==> config.mk <==
export PLATFORM = sky130hd
export DESIGN_NAME = demux1_8_buf
export DESIGN_NICKNAME = d
export VERILOG_FILES = /design/src/rtl/demux1_8_buf.sv
export SDC_FILE = /design/constraint.sdc
export NUM_CORES = 1
export LEC_CHECK = 0
export ABC_AREA = 0
export CORE_MARGIN = 8
export CORE_UTILIZATION = 45
export CTS_CLUSTER_DIAMETER = 40
export DETAILED_ROUTE_END_ITERATION = 16
export GPL_ROUTABILITY_DRIVEN = 1
export GPL_TIMING_DRIVEN = 0
export MAX_ROUTING_LAYER = met4
export PLACE_DENSITY = 0.82
export SLEW_MARGIN = 40
export SYNTH_ARGS = -nofsm -noshare
export SYNTH_HDL_FRONTEND = slang
export SYNTH_SLANG_ARGS = --single-unit
==> constraint.sdc <==
create_clock -name clk -period 5.15 [get_ports clk]
set_input_delay 1.03 -clock clk [delete_from_list [all_inputs] [get_ports clk]]
set_output_delay 1.03 -clock clk [all_outputs]
set_load 0.1 [all_outputs]
==> src/rtl/demux1_8_buf.sv <==
`default_nettype none
// ============================================================================
// Module   : demux1_8_buf
// Brief    : Registered 1-to-8 demultiplexer, one holding register per lane,
//            valid/ready on both sides, unicast or broadcast routing.
// Revision : 1.0 - initial release
// ============================================================================
module demux1_8_buf (
  input  logic         clk,
  input  logic         rst,
  input  logic         in_valid,
  output logic         in_ready,
  input  logic [31:0]  in_data,
  input  logic [2:0]   in_sel,
  input  logic         in_bcast,
  input  logic         flush,
  output logic [7:0]   out_valid,
  input  logic [7:0]   out_ready,
  output logic [255:0] out_data,
  output logic [15:0]  drop_cnt
);

  localparam int unsigned C_LANES = 8;
  localparam logic [15:0] C_DROP_MAX = 16'hFFFF;

  logic [7:0]  r_full;
  logic [15:0] r_drop_cnt;
  logic [7:0]  w_avail;
  logic        w_ready;
  logic        w_fire;
  logic [7:0]  w_load;

  // A lane can take a new word if empty or if it is being drained this cycle.
  assign w_avail = ~r_full | out_ready;

  always_comb begin
    w_ready = 1'b0;
    if (!rst && !flush) begin
      w_ready = in_bcast ? (&w_avail) : w_avail[in_sel];
    end
  end

  assign w_fire = in_valid & w_ready;

  always_comb begin
    w_load = 8'h00;
    if (w_fire) begin
      w_load = in_bcast ? 8'hFF : (8'h01 << in_sel);
    end
  end

  generate
    for (genvar k = 0; k < C_LANES; k++) begin : g_lane
      logic [31:0] r_data;

      always_ff @(posedge clk) begin
        if (rst) begin
          r_data    <= 32'h0;
          r_full[k] <= 1'b0;
        end else if (flush) begin
          r_full[k] <= 1'b0;
        end else if (w_load[k]) begin
          r_data    <= in_data;
          r_full[k] <= 1'b1;
        end else if (out_ready[k]) begin
          r_full[k] <= 1'b0;
        end
      end

      assign out_data[32*k +: 32] = r_data;
    end
  endgenerate

  always_ff @(posedge clk) begin
    if (rst) begin
      r_drop_cnt <= 16'h0;
    end else if (in_valid && !w_ready && (r_drop_cnt != C_DROP_MAX)) begin
      r_drop_cnt <= r_drop_cnt + 16'h1;
    end
  end

  assign in_ready  = w_ready;
  assign out_valid = r_full;
  assign drop_cnt  = r_drop_cnt;

endmodule
`default_nettype wire

==> results of run 1 <==
[layout by cell type (no fill, tap or decap), types with 2 or more instances in the layout]
cell / Yosys / routed
nand3_1: 8 / 8
nand2b_1: 9 / 9
a31oi_1: 9 / 9
clkbuf_1: 64 / 68
and4_1: 3 / 3
o21ai_1: 8 / 8
buf_2: 5 / 286
bufinv_16: 0 / 5
inv_1: 4 / 4
clkdlybuf4s50_1: 0 / 12
o31ai_1: 4 / 4
a21oi_1: 21 / 21
or3_1: 9 / 9
nand2_1: 7 / 7
clkbuf_8: 0 / 8
inv_6: 0 / 2
nand4_1: 3 / 3
clkinv_4: 0 / 3
nand4_2: 3 / 3
nor2_1: 262 / 262
dfxtp_1: 280 / 280
mux2i_1: 257 / 257
or4_1: 4 / 4
clkinvlp_4: 0 / 5
buf_6: 24 / 24
inv_2: 9 / 9
a21oi_4: 8 / 8
nor3_1: 2 / 2
clkbuf_16: 0 / 39
[layout make-up]
type / instances / area share (%)
sequential: 280 / 40.5
multi-input combinational: 632 / 31.5
buffer: 94 / 3.93
tap: 319 / 2.89
inverter: 13 / 0.353
clock inverter: 17 / 1.79
timing repair buffer: 293 / 11.0
clock buffer: 51 / 7.96
[cell usage after synthesis, types with 2 or more instances]
cell      count
dfxtp_1     280
nor2_1      262
mux2i_1     257
clkbuf_1     64
buf_6        24
a21oi_1      21
a31oi_1       9
inv_2         9
nand2b_1      9
or3_1         9
a21oi_4       8
nand3_1       8
o21ai_1       8
nand2_1       7
buf_2         5
inv_1         4
o31ai_1       4
or4_1         4
and4_1        3
nand4_1       3
nand4_2       3
nor3_1        2
[power groups by stage]
stage / registers, W / clock network (W) / logic, W
floorplan: 0.00261 / 0 / 0.000197
global placement: 0.00228 / 0 / 0.000703
detailed placement: 0.00228 / 0 / 0.000665
CTS: 0.00224 / 0.00277 / 0.000666
global route: 0.00224 / 0.00286 / 0.000690
finish: 0.00224 / 0.00274 / 0.000662
[metrics by stage]
step                      cell area, um^2  setup slack (ns)  hold slack [ns]  power [W]
final                               13800              1.17            0.482    0.00564
after global routing                13800              1.06            0.506    0.00580
after CTS                           13800              1.17            0.487    0.00568
after detailed placement            12500              1.17            0.474    0.00295
after global placement              13900             0.456            0.471    0.00299
after floorplan                     10600              1.51            0.945    0.00280
[critical path, delay by kind of cell]
kind,cells,cell delay [ns]
and+or+nand+nor,4,0.75
buffers and inverters,3,1.17
[state kept, by name, indices dropped and copies added, names as in the netlist]
signal,cells
drop_cnt,16
g_lane.r_data,256
out_valid,8
[cells by family (layout without fill, tap and decap cells)]
logic type	count (synthesis)	in the layout
fa+ha+maj	1	1
buf+inv	107	468
flops	280	280
mux	259	259
simple gates	318	318
compound gates	53	53
xor+xnor	1	1
[layer usage]
layer	vias up	GRT usage (%)	part of all wire (%)
li1	4063	-	-
met1	4159	28.4	43
met2	314	38.6	47
met3	68	6.35	7.6
met4	0	7.70	2.9
met5	-	-	0
[worst min-delay path by stage]
stage	from	cells after the start	to
after detailed placement	g_lane[1].r_data[27]	2	g_lane[1].r_data[27]
after floorplan	drop_cnt[15]	2	drop_cnt[15]
final	g_lane[3].r_data[9]	2	g_lane[3].r_data[9]
after global placement	g_lane[2].r_data[27]	2	g_lane[2].r_data[27]
after CTS	g_lane[1].r_data[27]	2	g_lane[1].r_data[27]
after global routing	g_lane[7].r_data[26]	2	g_lane[7].r_data[26]
==> impl_metrics.env, run 1 <==
export IMPL_cts_tree="built"
export IMPL_vias=8604
export IMPL_grt_pass1_vias=8700
export IMPL_crit_type="in -> out"
export IMPL_dp_hpwl_mm=24.8
export IMPL_drtAntennaViolNets=0
export IMPL_switching_share_pct=27.2
export IMPL_clock_power_share_pct=48.5
export IMPL_hold_class="reg -> reg"
export IMPL_fp_dieW_um=169
export IMPL_port_buffers=293
export IMPL_muxShareOfSynthArea_pct=24.7
export IMPL_startpoint="rst"
export IMPL_maxSlewViolCount=0
export IMPL_synthTopCellsByArea="dfxtp_1, mux2i_1, nor2_1"
export IMPL_grt_max_degree=15
export IMPL_synth_seq_cells=280
export IMPL_synthCells=1019
export IMPL_grt_usage_pct=23.8
export IMPL_drtIter0Drc=530
export IMPL_status="finished clean"
export IMPL_ctsResizeCount=0
export IMPL_post_cts_setup_buffer_count=0
export IMPL_antenna_found_initial=0
export IMPL_cts_buffers=38
export IMPL_drc=0
export IMPL_synth_top_cell_area_share_pct=53.1
export IMPL_fin_nets=1401
export IMPL_n_antenna_cell=0
export IMPL_synth_nets=1068
export IMPL_syn_to_final_growth_pct=31.0
export IMPL_critPathMaxFanout=9
export IMPL_max_freq_mhz=251
export IMPL_relSlewSlack_pct=46.7
export IMPL_worstPathCellList="clkdlybuf4s50_1 -> or2_1 -> buf_2 -> nor2_2 -> nand3_1 -> nand3_1 -> buf_2"
export IMPL_fin_tns_setup_ns=0
export IMPL_min_period_ns=3.98
export IMPL_fp_dieH_um=169
export IMPL_hold_violations=0
export IMPL_synthXorXnorAreaFrac_pct=0.0830
export IMPL_dp_cells=1631
export IMPL_cts_root_buffer="clkbuf_16"
export IMPL_place_congestion=0.825
export IMPL_p_int_w=0.00410
export IMPL_seq_area_frac_synth_pct=53.1
export IMPL_p_seq_share_pct=39.7
export IMPL_rows=56
export IMPL_die_area_mm2=0.0286
export IMPL_viasPerCell=5.06
export IMPL_cts_sinks=280
export IMPL_num_io_pins=329
export IMPL_worst_path_largest_cell_delay_ns=0.54
export IMPL_coreArea_mm2=0.0233
export IMPL_syn_area_per_cell_um2=10.4
export IMPL_reg2reg_depth=9
export IMPL_ys_warn_count=0
export IMPL_clock_latency_ns=0.51
export IMPL_fin_util_pct=59.5
export IMPL_drive_gt1_share_pct=28.8
export IMPL_arrival_ns=2.95
export IMPL_multiInputGateArea_mm2=0.00436
export IMPL_timing_rr_end="drop_cnt[1]"
export IMPL_clk_pin_slew_ns=0.05
export IMPL_rsz0062_at_grt="false"
export IMPL_switchingPower_w=0.00153
export IMPL_setup_viol=0
export IMPL_ys_types=38
export IMPL_yosys_area_top_type="dfxtp_1"
export IMPL_max_vdd_ir_drop_mv=0.339
export IMPL_synth_enable_flop_cells=0
export IMPL_synth_top_family_by_area="multiplexers"
export IMPL_clk_path_buf_depth=3
export IMPL_wl_per_cell_um=20.1
export IMPL_regArea_mm2=0.00561
export IMPL_leakage_nw=5.80
export IMPL_dr_pass1_iters=5
export IMPL_cap_violations=0
export IMPL_htreeDepth=2
export IMPL_cp_endpoint="in_ready"
export IMPL_synth_simple_area_share_pct=12.8
export IMPL_grt_pass1_wl_mm=51.8
export IMPL_worst_r2r_setup_slack_ns=2.65
export IMPL_start_util_pct=45.4
export IMPL_cp_slowest_cell="clkdlybuf4s50_1"
export IMPL_fillers=2052
export IMPL_syn_cell_area_mm2=0.0106
export IMPL_synth_compound_gate_area_share_pct=3.65
export IMPL_drt_wl_total_mm=34.2
export IMPL_share_comb_of_total_power_pct=11.7
export IMPL_tightest_slew_ns=0.800
export IMPL_start_kind="input port"
export IMPL_period_share_pct=77.3
export IMPL_overflow=0
export IMPL_synthFlopType="dfxtp_1"
export IMPL_final_cells=1699
export IMPL_clock_skew_ns=0.0235
export IMPL_crit_required_ns=4.12
export IMPL_timing_rr_start="drop_cnt[0]"
export IMPL_cts_hold_buffers=0
export IMPL_end_kind="output pin"
export IMPL_powerDensity_mw_per_mm2=407
export IMPL_synth_fa_ha_area_share_pct=0.119
export IMPL_async_flop_share_pct=0
No activity file was read; power rests on OpenSTA's default activity.
==> inputs of run 2 (changes only) <==
--- a/config.mk
+++ b/config.mk
@@ -7,13 +7,13 @@
 export LEC_CHECK = 0
 export ABC_AREA = 0
 export CORE_MARGIN = 8
-export CORE_UTILIZATION = 45
+export CORE_UTILIZATION = 42
 export CTS_CLUSTER_DIAMETER = 40
 export DETAILED_ROUTE_END_ITERATION = 16
 export GPL_ROUTABILITY_DRIVEN = 1
 export GPL_TIMING_DRIVEN = 0
 export MAX_ROUTING_LAYER = met4
-export PLACE_DENSITY = 0.82
+export PLACE_DENSITY = 0.8
 export SLEW_MARGIN = 40
 export SYNTH_ARGS = -nofsm -noshare
 export SYNTH_HDL_FRONTEND = slang
==> constraint.sdc (replaced) <==
create_clock -name clk -period 3.2 [get_ports clk]
set_input_delay 0.64 -clock clk [delete_from_list [all_inputs] [get_ports clk]]
set_output_delay 0.64 -clock clk [all_outputs]
set_load 0.1 [all_outputs]
==> run 2 against run 1 <==
Compared with the run above: design area up 0.29%; clock skew is 0.0082 ns lower; critical endpoint unchanged; non-clock buffer count unchanged; final cell count grew 0.88%; register-to-register slack got worse by 1.9 ns; combinational power grew 62%; worst hold slack better by 0.0025 ns; die area rose by 6.5%.
==> impl_metrics.env, run 2 (same netlist as run 1, synthesis figures left out) <==
export IMPL_tightest_slew_ns=0.837
export IMPL_cts_root_buffer="clkbuf_16"
export IMPL_clk_pin_slew_ns=0.05
export IMPL_setup_viol=0
export IMPL_coreArea_mm2=0.0250
export IMPL_dr_pass1_iters=5
export IMPL_crit_required_ns=2.56
export IMPL_whs_ns=0.485
export IMPL_clock_latency_ns=0.52
export IMPL_fin_util_pct=55.6
export IMPL_regArea_mm2=0.00561
export IMPL_fp_dieW_um=175
export IMPL_min_period_ns=3.09
export IMPL_grt_usage_pct=22.7
export IMPL_layout_common_cells="buf_2, dfxtp_1, nor2_1, mux2i_1, clkbuf_1"
export IMPL_ctsResizeCount=1
export IMPL_dp_hpwl_mm=25.0
export IMPL_overflow=0
export IMPL_fin_tns_setup_ns=0
export IMPL_powerDensity_mw_per_mm2=657
export IMPL_cts_buffers=39
export IMPL_htreeDepth=2
export IMPL_total_power_w=0.00912
export IMPL_die_area_mm2=0.0305
export IMPL_layout_commonest_cell="buf_2"
export IMPL_end_kind="output pin"
export IMPL_antenna_found_initial=0
export IMPL_wl_per_cell_um=20.3
export IMPL_final_area_mm2=0.0139
export IMPL_cts_tree="built"
export IMPL_hold_class="reg -> reg"
export IMPL_vias=8552
export IMPL_period_share_pct=96.4
export IMPL_clk_path_buf_depth=3
export IMPL_multiInputGateArea_mm2=0.00436
export IMPL_largest_register_ffs=256
export IMPL_post_cts_setup_buffer_count=0
export IMPL_grt_pass1_vias=8806
export IMPL_syn_to_final_growth_pct=31.4
export IMPL_port_buffers=293
export IMPL_cts_sinks=280
export IMPL_drtIter0Drc=387
export IMPL_max_vdd_ir_drop_mv=0.453
export IMPL_rows=58
export IMPL_cap_violations=0
export IMPL_postPlaceCellArea_mm2=0.0125
export IMPL_rsz0062_at_grt="false"
export IMPL_maxSlewViolCount=0
export IMPL_fillers=2268
export IMPL_start_util_pct=42.3
export IMPL_drt_wl_total_mm=34.8
export IMPL_place_congestion=0.828
export IMPL_clock_skew_ns=0.0154
export IMPL_cts_hold_buffers=0
export IMPL_grt_pass1_wl_mm=53.0
export IMPL_regMostFlops="g_lane.r_data"
export IMPL_arrival_ns=2.45
export IMPL_hold_violations=0
export IMPL_drtAntennaViolNets=0
export IMPL_fin_nets=1402
export IMPL_drive_gt1_share_pct=29.3
export IMPL_critPathMaxFanout=9
export IMPL_n_antenna_cell=0
export IMPL_relSlewSlack_pct=44.2
export IMPL_crit_type="in -> out"
export IMPL_viasPerCell=4.99
export IMPL_drc=0
export IMPL_fp_dieH_um=175
export IMPL_max_freq_mhz=324
export IMPL_start_kind="input port"
export IMPL_status="finished clean"
export IMPL_leakage_nw=5.82
export IMPL_grt_max_degree=14
export IMPL_num_io_pins=329
-- run 2: cell count changes in the layout (fill, tap and decap cells not counted) --
cell / previous run / this run
clkbuf_1: 68 / 65
buf_4: 1 / 2
clkinvlp_4: 5 / 6
clkbuf_16: 39 / 40
clkbuf_8: 8 / 4
bufinv_16: 5 / 4
clkinv_8: 0 / 1
buf_2: 286 / 285
clkinv_2: 1 / 3
inv_6: 2 / 9
-- run 2: stage by stage --
stage / instances / setup slack [ns]
after floorplan: 1019 / 0.102
after global placement: 1642 / -0.727
after detailed placement: 1642 / -0.220
after CTS: 1714 / 0.0976
after global routing: 1714 / 0.0148
final: 1714 / 0.114
-- run 2: routing by layer --
metal / GRT usage [%] / wire [um] / vias to the layer above
met5: - / 0 / -
met1: 27.1 / 14900 / 4090
li1: - / - / 4092
met4: 7.10 / 1050 / 0
met3: 7.03 / 2690 / 71
met2: 36.3 / 16100 / 299
-- run 2: critical path: stages --
cell	delay [ns]
clkdlybuf4s50_1	0.55
or2_1	0.26
buf_2	0.19
nor2_2	0.22
nand3_1	0.15
nand3_1	0.13
buf_4	0.31
-- run 2: power by group --
part	leakage, nW	internal [W]	switching (W)
clock network	0.658	0.00276	0.00169
logic	2.90	0.000204	0.000865
registers	2.26	0.00356	0.0000390
total	5.82	0.00652	0.00260
-- run 2: worst paths after layout --
kind | from | to | slack [ns] | depth (start not counted)
max | rst | in_ready | 0.11 | 7
min | g_lane[1].r_data[1] | g_lane[1].r_data[1] | 0.48 | 2
max reg2reg | out_valid[2] | g_lane[3].r_data[25] | 0.78 | 7
min reg2reg | g_lane[1].r_data[1] | g_lane[1].r_data[1] | 0.48 | 2
-- run 2: final cells by class --
class | instances | area share (%)
plain buffers | 94 | 3.91
clock buffers | 45 | 7.64
clock inverters | 27 | 2.26
inverters | 13 | 0.352
multi-input cells | 632 | 31.4
flip-flops and latches | 280 | 40.4
well taps | 330 | 2.98
repair buffers | 293 | 11.0
==> inputs of run 3 (changes only) <==
--- a/config.mk
+++ b/config.mk
@@ -6,6 +6,7 @@
 export NUM_CORES = 1
 export LEC_CHECK = 0
 export ABC_AREA = 0
+export CORE_ASPECT_RATIO = 1.1
 export CORE_MARGIN = 8
 export CORE_UTILIZATION = 42
 export CTS_CLUSTER_DIAMETER = 40
==> run 3 against run 2 <==
Compared with the run above: total power decreased by 1.8%; clock skew about the same; sequential share of layout area grew 0.22 points; setup slack better by 0.032 ns; design area decreased by 0.55%; clock power fell by 4%; non-clock buffer count unchanged; via count decreased by 0.39%; sequential power is essentially flat; utilization fell by 0.46 points; critical path depth did not move; critical endpoint unchanged.
==> impl_metrics.env, run 3 (same netlist as run 1, synthesis figures left out) <==
export IMPL_end_kind="output pin"
export IMPL_clock_skew_ns=0.0149
export IMPL_max_vdd_ir_drop_mv=0.438
export IMPL_max_freq_mhz=327
export IMPL_crit_required_ns=2.56
export IMPL_fin_nets=1402
export IMPL_largest_register_ffs=256
export IMPL_clk_path_buf_depth=3
export IMPL_cts_hold_buffers=0
export IMPL_drt_wl_total_mm=34.5
export IMPL_fp_dieW_um=167
export IMPL_grt_usage_pct=22.5
export IMPL_crit_type="in -> out"
export IMPL_critPathMaxFanout=9
export IMPL_regMostFlops="g_lane.r_data"
export IMPL_final_area_mm2=0.0138
export IMPL_cap_violations=0
export IMPL_clk_pin_slew_ns=0.06
export IMPL_powerDensity_mw_per_mm2=650
export IMPL_vias=8519
export IMPL_rows=61
export IMPL_drive_gt1_share_pct=28.9
export IMPL_layout_commonest_cell="buf_2"
export IMPL_port_buffers=293
export IMPL_drtIter0Drc=528
export IMPL_cts_root_buffer="clkbuf_16"
export IMPL_grt_pass1_vias=8556
export IMPL_maxSlewViolCount=0
export IMPL_ctsResizeCount=0
export IMPL_min_period_ns=3.05
export IMPL_tightest_slew_ns=0.763
export IMPL_cts_buffers=39
export IMPL_drc=0
export IMPL_rsz0062_at_grt="false"
export IMPL_cts_sinks=280
export IMPL_clock_latency_ns=0.51
export IMPL_start_kind="input port"
export IMPL_leakage_nw=5.79
export IMPL_dp_hpwl_mm=25.1
export IMPL_period_share_pct=95.4
export IMPL_wl_per_cell_um=20.4
export IMPL_post_cts_setup_buffer_count=0
export IMPL_grt_max_degree=15
export IMPL_start_util_pct=42.2
export IMPL_antenna_found_initial=0
export IMPL_grt_pass1_wl_mm=52.1
export IMPL_die_area_mm2=0.0305
export IMPL_pre_cts_slack_ns=-0.141
export IMPL_setup_slack_ns=0.146
export IMPL_overflow=0
export IMPL_hold_class="reg -> reg"
export IMPL_coreArea_mm2=0.0250
export IMPL_fp_dieH_um=182
export IMPL_relSlewSlack_pct=49.2
export IMPL_postPlaceCellArea_mm2=0.0125
export IMPL_hold_violations=0
export IMPL_setup_viol=0
export IMPL_status="finished clean"
export IMPL_cts_tree="built"
export IMPL_n_antenna_cell=0
export IMPL_drtAntennaViolNets=0
export IMPL_viasPerCell=5.03
export IMPL_num_io_pins=329
export IMPL_layout_common_cells="buf_2, dfxtp_1, nor2_1, mux2i_1, clkbuf_1"
export IMPL_dr_pass1_iters=5
export IMPL_place_congestion=0.819
export IMPL_arrival_ns=2.41
export IMPL_htreeDepth=2
export IMPL_syn_to_final_growth_pct=30.7
-- run 3: critical path: stages --
cell             delay (ns)
clkdlybuf4s50_1        0.53
or2_1                  0.26
buf_2                  0.19
nor2_2                 0.21
nand3_1                0.14
nand3_1                0.14
buf_4                  0.31
-- run 3: metrics by stage --
stage | TNS (ns) | total power [W] | instances | hold slack [ns] | util (%)
floorplan | 0 | 0.00451 | 1019 | 0.834 | -
global placement | -13.14 | 0.00480 | 1627 | 0.471 | 55.5
detailed placement | -17.65 | 0.00474 | 1627 | 0.473 | 49.8
CTS | 0 | 0.00905 | 1694 | 0.489 | 55.1
global route | 0 | 0.00924 | 1694 | 0.501 | 55.1
finish | 0 | 0.00896 | 1694 | 0.483 | 55.1
-- run 3: report_power, final --
group | internal (W) | switching [W] | total [W]
Combinational | 0.000204 | 0.000862 | 0.00107
Sequential | 0.00356 | 0.0000382 | 0.00360
Clock | 0.00264 | 0.00165 | 0.00429
Total | 0.00641 | 0.00255 | 0.00896
-- run 3: area by class of cell --
type	count	area [um^2]
fill	2246	11200
sequential	280	5610
multi-input combinational	632	4360
timing repair buffer	293	1530
clock buffer	45	1050
buffer	94	543
tap	315	394
clock inverter	22	265
inverter	13	48.8
-- run 3: metal layers --
layer  wire length [um]  global-route usage (%)  vias up
met1              14600                    26.3     4091
met2              16500                    37.4      291
li1                   -                       -     4077
met4                977                    7.29        0
met5                  0                       -        -
met3               2480                    6.09       60
-- run 3: path summary, 6_finish.rpt --
kind                                        endpoint  cells after the start  slack (ns)                  from
worst min-delay path            g_lane[2].r_data[12]                      2        0.48  g_lane[2].r_data[12]
worst min register to register  g_lane[2].r_data[12]                      2        0.48  g_lane[2].r_data[12]
worst max-delay path                        in_ready                      7        0.15                   rst
worst max register to register   g_lane[2].r_data[3]                      7        0.78          out_valid[2]
